## src/rtl/pipe_reg_chain_pkg.sv

```systemverilog
// Shared definitions for the pipeline register chain and its neighbours in the ALU datapath.
package pipe_reg_chain_pkg;

   localparam int ALU_NB_DATA = 8;

   // Width needed to count 0..2*n_stages held words.
   function automatic int occ_width(input int n_stages);
      return $clog2(2 * n_stages + 1);
   endfunction

endpackage

```

## src/rtl/skid_stage.sv

```systemverilog
// One pipeline stage: a main register plus a skid register, so upstream ready comes
// straight from a flop and never depends on downstream ready within the same cycle.
module skid_stage
   import pipe_reg_chain_pkg::*;
#(
   parameter int NB_DATA = ALU_NB_DATA
) (
   input  logic               i_clk,
   input  logic               i_rst_n,
   input  logic               i_flush,
   input  logic               s_valid,
   input  logic [NB_DATA-1:0] s_data,
   output logic               s_ready,
   output logic               m_valid,
   output logic [NB_DATA-1:0] m_data,
   input  logic               m_ready,
   output logic [1:0]         o_held
);

   logic               main_v;
   logic               skid_v;
   logic [NB_DATA-1:0] main_d;
   logic [NB_DATA-1:0] skid_d;
   logic               s_xfer;

   assign s_ready = ~skid_v;
   assign s_xfer  = s_valid & ~skid_v;

   always_ff @(posedge i_clk or negedge i_rst_n) begin
      if (!i_rst_n) begin
         main_v <= 1'b0;
         skid_v <= 1'b0;
         main_d <= '0;
         skid_d <= '0;
      end else if (i_flush) begin
         // Data registers keep their contents; only the flags are dropped.
         main_v <= 1'b0;
         skid_v <= 1'b0;
      end else if (m_ready || !main_v) begin
         if (skid_v) begin
            main_d <= skid_d;
            main_v <= 1'b1;
            skid_v <= 1'b0;
         end else begin
            main_v <= s_xfer;
            if (s_xfer) begin
               main_d <= s_data;
            end
         end
      end else if (s_xfer) begin
         skid_d <= s_data;
         skid_v <= 1'b1;
      end
   end

   assign m_valid = main_v;
   assign m_data  = main_d;
   assign o_held  = 2'(main_v) + 2'(skid_v);

endmodule

```

## src/rtl/pipe_reg_chain.sv

```systemverilog
// Pipeline register chain: N_STAGES skid stages in series, with synchronous flush and a
// live count of held words.
module pipe_reg_chain
   import pipe_reg_chain_pkg::*;
#(
   parameter int NB_DATA  = ALU_NB_DATA,
   parameter int N_STAGES = 2
) (
   input  logic                           i_clk,
   input  logic                           i_rst_n,
   input  logic                           i_flush,
   input  logic                           i_valid,
   input  logic [NB_DATA-1:0]             i_data,
   output logic                           o_ready,
   output logic                           o_valid,
   output logic [NB_DATA-1:0]             o_data,
   input  logic                           i_ready,
   output logic [occ_width(N_STAGES)-1:0] o_occupancy
);

   localparam int OCC_W = occ_width(N_STAGES);

   logic [N_STAGES:0]  vld;
   logic [N_STAGES:0]  rdy;
   logic [NB_DATA-1:0] dat  [N_STAGES+1];
   logic [1:0]         held [N_STAGES];
   logic [OCC_W-1:0]   occ_sum;

   assign vld[0]        = i_valid;
   assign dat[0]        = i_data;
   assign o_ready       = rdy[0];
   assign o_valid       = vld[N_STAGES];
   assign o_data        = dat[N_STAGES];
   assign rdy[N_STAGES] = i_ready;

   // Stage k drains into stage k+1; index 0 is the upstream side.
   for (genvar g = 0; g < N_STAGES; g++) begin : g_stage
      skid_stage #(
         .NB_DATA (NB_DATA)
      ) u_stage (
         .i_clk   (i_clk),
         .i_rst_n (i_rst_n),
         .i_flush (i_flush),
         .s_valid (vld[g]),
         .s_data  (dat[g]),
         .s_ready (rdy[g]),
         .m_valid (vld[g+1]),
         .m_data  (dat[g+1]),
         .m_ready (rdy[g+1]),
         .o_held  (held[g])
      );
   end

   always_comb begin
      occ_sum = '0;
      for (int k = 0; k < N_STAGES; k++) begin
         occ_sum = occ_sum + OCC_W'(held[k]);
      end
   end

   assign o_occupancy = occ_sum;

endmodule
```

## config.mk

```make
export PLATFORM = sky130hd
export DESIGN_NAME = pipe_reg_chain
export DESIGN_NICKNAME = d
export VERILOG_FILES = /design/src/rtl/pipe_reg_chain_pkg.sv /design/src/rtl/skid_stage.sv /design/src/rtl/pipe_reg_chain.sv
export SDC_FILE = /design/constraint.sdc
export NUM_CORES = 1
export LEC_CHECK = 0
export ABC_CLOCK_PERIOD_IN_PS = 5750
export CAP_MARGIN = 30
export CORE_ASPECT_RATIO = 0.7
export CORE_UTILIZATION = 38
export CTS_CLUSTER_SIZE = 12
export DETAILED_ROUTE_END_ITERATION = 16
export PLACE_DENSITY = 0.65
export SYNTH_ARGS = -nofsm -noshare
export SYNTH_HDL_FRONTEND = slang
export SYNTH_SLANG_ARGS = --single-unit
```

## constraint.sdc

```tcl
create_clock -name i_clk -period 5.75 [get_ports i_clk]
set_input_delay 1.4375 -clock i_clk [delete_from_list [all_inputs] [get_ports i_clk]]
set_output_delay 1.4375 -clock i_clk [all_outputs]
set_load 0.05 [all_outputs]
```

==> results of run 1 <==
## state kept, by name, summed over array words and instances (netlist names)
signal                   count
g_stage.u_stage.skid_d      16
g_stage.u_stage.m_data      16
g_stage.u_stage.m_valid      2
g_stage.u_stage.skid_v       2
## Yosys cell counts
master and instances:
nor3_1 1, nor3_2 1, a211oi_2 1, ha_1 2
inv_1 5, clkbuf_8 1, nand2_2 1, buf_6 1
nor2b_1 1, dfrtp_1 36, fa_1 1, buf_2 1
nor4b_4 1, mux2_2 48, nor4b_1 1, buf_4 8
nor2_1 2, nand2b_1 1, nor4_4 1, a21oi_1 2
## layout make-up
class / instances / area (sq um) / share of cell area
Sequential cell: 36 / 901 / 0.438
Clock buffer: 6 / 72.6 / 0.0353
Multi-Input combinational cell: 64 / 703 / 0.342
Clock inverter: 2 / 35.0 / 0.0170
Inverter: 5 / 18.8 / 0.00912
Timing Repair Buffer: 26 / 258 / 0.125
Tap cell: 55 / 68.8 / 0.0335
## layout by cell type, fill, tap and decap left out, drive strengths merged
| master | Yosys | layout |
|---|---|---|
| clkbuf | 1 | 6 |
| nor2 | 2 | 2 |
| inv | 5 | 5 |
| nor4b | 2 | 2 |
| nor4 | 1 | 1 |
| fa | 1 | 1 |
| nand2b | 1 | 1 |
| nor3 | 2 | 2 |
| bufinv | 0 | 1 |
| a21oi | 2 | 2 |
| dfrtp | 36 | 36 |
| clkinv | 0 | 1 |
| buf | 10 | 1 |
| a211oi | 1 | 1 |
| mux2 | 48 | 48 |
| ha | 2 | 2 |
| nor2b | 1 | 1 |
| clkdlybuf4s50 | 0 | 25 |
| nand2 | 1 | 1 |
## per-stage QoR
stage	utilization	setup WS [ns]
2_1_floorplan	-	2.20
3_3_place_gp	0.450	1.80
3_5_place_dp	0.450	1.70
4_1_cts	0.475	1.39
5_1_grt	0.475	1.31
6_report	0.475	1.43
## power by group through the flow
stage	logic, mW	clock network, mW	registers [mW]
floorplan	0.151	0	0.315
global placement	0.181	0	0.319
detailed placement	0.183	0	0.322
CTS	0.184	0.223	0.318
global route	0.192	0.232	0.322
finish	0.181	0.216	0.317
## routing by layer
layer,share of wire,GRT usage
met1,0.46,0.164
met2,0.47,0.240
met3,0.058,0.0583
met4,0.016,0.0526
met5,0,0
## worst max path at each step
stage	start	to	slack (ns)	cells past startpoint
after global routing	g_stage[0].u_stage.skid_v$_DFFE_PN0P_	o_occupancy[1]	1.31	6
after global placement	g_stage[0].u_stage.skid_v$_DFFE_PN0P_	o_occupancy[1]	1.80	6
after detailed placement	g_stage[0].u_stage.skid_v$_DFFE_PN0P_	o_occupancy[1]	1.70	6
final	g_stage[0].u_stage.skid_v$_DFFE_PN0P_	o_occupancy[1]	1.43	6
after CTS	g_stage[0].u_stage.skid_v$_DFFE_PN0P_	o_occupancy[1]	1.39	6
after floorplan	g_stage[0].u_stage.skid_v$_DFFE_PN0P_	o_occupancy[1]	2.20	6
## kinds of logic (layout without fill, tap and decap cells)
group                    Yosys count  count (layout)  share of synthesized area
AND/OR/NAND/NOR                   10              10                     0.0555
flip-flops                        36              36                      0.526
AO/OA/AOI/OAI                      3               3                     0.0131
buffers and inverters             16              39                     0.0635
multiplexers                      48              48                      0.316
adder cells (fa/ha/maj)            3               3                     0.0263
## critical path: stages, from the launching register on
cell and delay, ns:
dfrtp_1 0.64, inv_1 0.15, fa_1 0.53, inv_1 0.04, ha_1 0.17, ha_1 0.27, clkdlybuf4s50_1 0.79
==> out/qor.csv, run 1 <==
stage;metric;value;unit
sta;Fmax;0.232;GHz
setup_path;worst path arrival time;2.88;ns
placement;I/O Buffers;25;
synthesis;post-synth net total;132;
sta;Final Cycle Share;0.751;
layout;Final Cell Area;2060;sq um
sta;Finish-stage setup viols;0;
pwr;Pwr Density;347;nW/um^2
job;Max-Cap Viols;0;
setup_path;crit start category;register;
grt;first-pass GRT wire length;4880;microns
pwr;Pwr Total;0.714;mW
sta;Max transition margin;0.533;
floorplan;IO Count;26;
layout;area grow syn2layout;20.1;%
sta;clk_skew;0.0101;ns
placement;dpl hpwl;2080;microns
setup_path;Worst EP required;4.31;ns
clocking;CTS tree;built;
grt;largest net degree at the start of global routing;37;
clocking;clk slew on worst S/H paths;0.07;ns
sta;Hold Vio Cnt, Final;0;
synthesis;Distinct cells, synth;20;
floorplan;Die ar.;4780;sq um
grt;vias in the first global route;1056;
grt;grt ovf;0;
detailed_routing;1st-iter DRT viols;24;
sta;slew at the pin closest to its max-slew limit;0.697;ns
clocking;post_cts resized;0;
setup_path;Worst R2R Setup Slack;3.69;ns
run_status;status;completed;
clocking;hold-fix buffers at CTS;0;
clocking;Clock Tree Root;clkbuf_8;
detailed_routing;DRT Wirelength;2910;microns
clocking;Sinks on Clock Net;36;
setup_path;Reg2Reg Launch Point;g_stage[1].u_stage.skid_v$_DFFE_PN0P_;
pwr;Clk network pwr share;0.303;
synthesis;largest cells by area after synthesis;dfrtp_1 53%, mux2_2 32%, buf_4 3.5%;
synthesis;Mapped Area;1710;sq um
layout;Fillers;409;
floorplan;Initial Utilization;0.396;
layout;diode count;0;
layout;Non-Filler Instances;194;
setup_path;Crit Path Class;reg2out;
floorplan;core area;4330;sq um
layout;Nets;154;
pwr;maximum VDD drop;0.141;mV
detailed_routing;post-route ant nets;0;
detailed_routing;drt first pass iters;4;
pwr;P_int;0.502;mW
pwr;P_sw;0.212;mW
sta;Tmin final;4.32;ns
pwr;Seq pwr share;0.444;
synthesis;sequential-to-total area share from yosys stat;0.526;
synthesis;synth warn;0;
synthesis;share of the synthesized area in the top cell type;0.526;
detailed_routing;Via Count;954;
floorplan;Row Count;20;
grt;initial antenna violation count;0;
synthesis;Mean Syn Cell Area;14.8;sq um
min_path;hold depth;1;
setup_path;Worst R2R Path Depth;3;
detailed_routing;DRC viols;0;
layout;proportion of layout cells with a drive suffix above 1;0.439;
synthesis;largest area contributor in the netlist;dfrtp_1;
pwr;Pleak;0.879;nW
sta;Hold WS;0.503;ns
clocking;Clock Tree Buf Depth;2;
sta;unrepaired setup endpoints after global routing;false;
placement;RePlAce Congestion;0.656;
sta;count of pins over their slew limit;0;
min_path;worst hold start;g_stage[1].u_stage.skid_d[6]$_DFFE_PN0P_;
floorplan;Die Span X;82.2;microns
setup_path;RR Endpoint;g_stage[1].u_stage.m_data[7]$_DFFE_PN0P_;
detailed_routing;detailed-route wire length per cell;15.0;microns
sta;setup TNS;0;ns
detailed_routing;Via density;4.92;
floorplan;Die Y;58.2;microns
grt;GRT Util Overall;0.143;
synthesis;Post-Synthesis Cells;116;
synthesis;Seq cells post-synth;36;
pwr;switching portion of total power;0.297;
clocking;clock buffer count from CTS;5;
setup_path;CP endpoint kind;output pin;
min_path;worst hold endpoint;g_stage[1].u_stage.skid_d[6]$_DFFE_PN0P_;
placement;Post-DP Area;1950;sq um
placement;DP Cell Count;186;
pwr;Comb pwr share;0.254;
setup_path;largest fanout on the critical path;11;
min_path;HP Class;reg2reg;
clocking;number of setup buffers added after CTS;0;
clocking;H-Tree Depth;2;
clocking;Worst-Skew Late Latency;0.29;ns
(Power assumes the default switching activity.)
==> run 2: changes to the inputs <==
--- a/config.mk
+++ b/config.mk
@@ -5,7 +5,7 @@
 export SDC_FILE = /design/constraint.sdc
 export NUM_CORES = 1
 export LEC_CHECK = 0
-export ABC_CLOCK_PERIOD_IN_PS = 5750
+export ABC_CLOCK_PERIOD_IN_PS = 4300
 export CAP_MARGIN = 30
 export CORE_ASPECT_RATIO = 0.7
 export CORE_UTILIZATION = 38
==> constraint.sdc (replaced) <==
create_clock -name i_clk -period 4.3 [get_ports i_clk]
set_input_delay 1.075 -clock i_clk [delete_from_list [all_inputs] [get_ports i_clk]]
set_output_delay 1.075 -clock i_clk [all_outputs]
set_load 0.05 [all_outputs]
==> results of run 2 <==
Same layout as run 1 (identical final DEF). Status: completed.
Main changes from that run: setup slack after placement 1.70 ns -> 0.615 ns; setup slack after layout 1.43 ns -> 0.346 ns; register-to-register setup slack 3.69 ns -> 2.24 ns; total power 0.714 mW -> 0.955 mW; worst IR drop on VDD 0.141 mV -> 0.189 mV
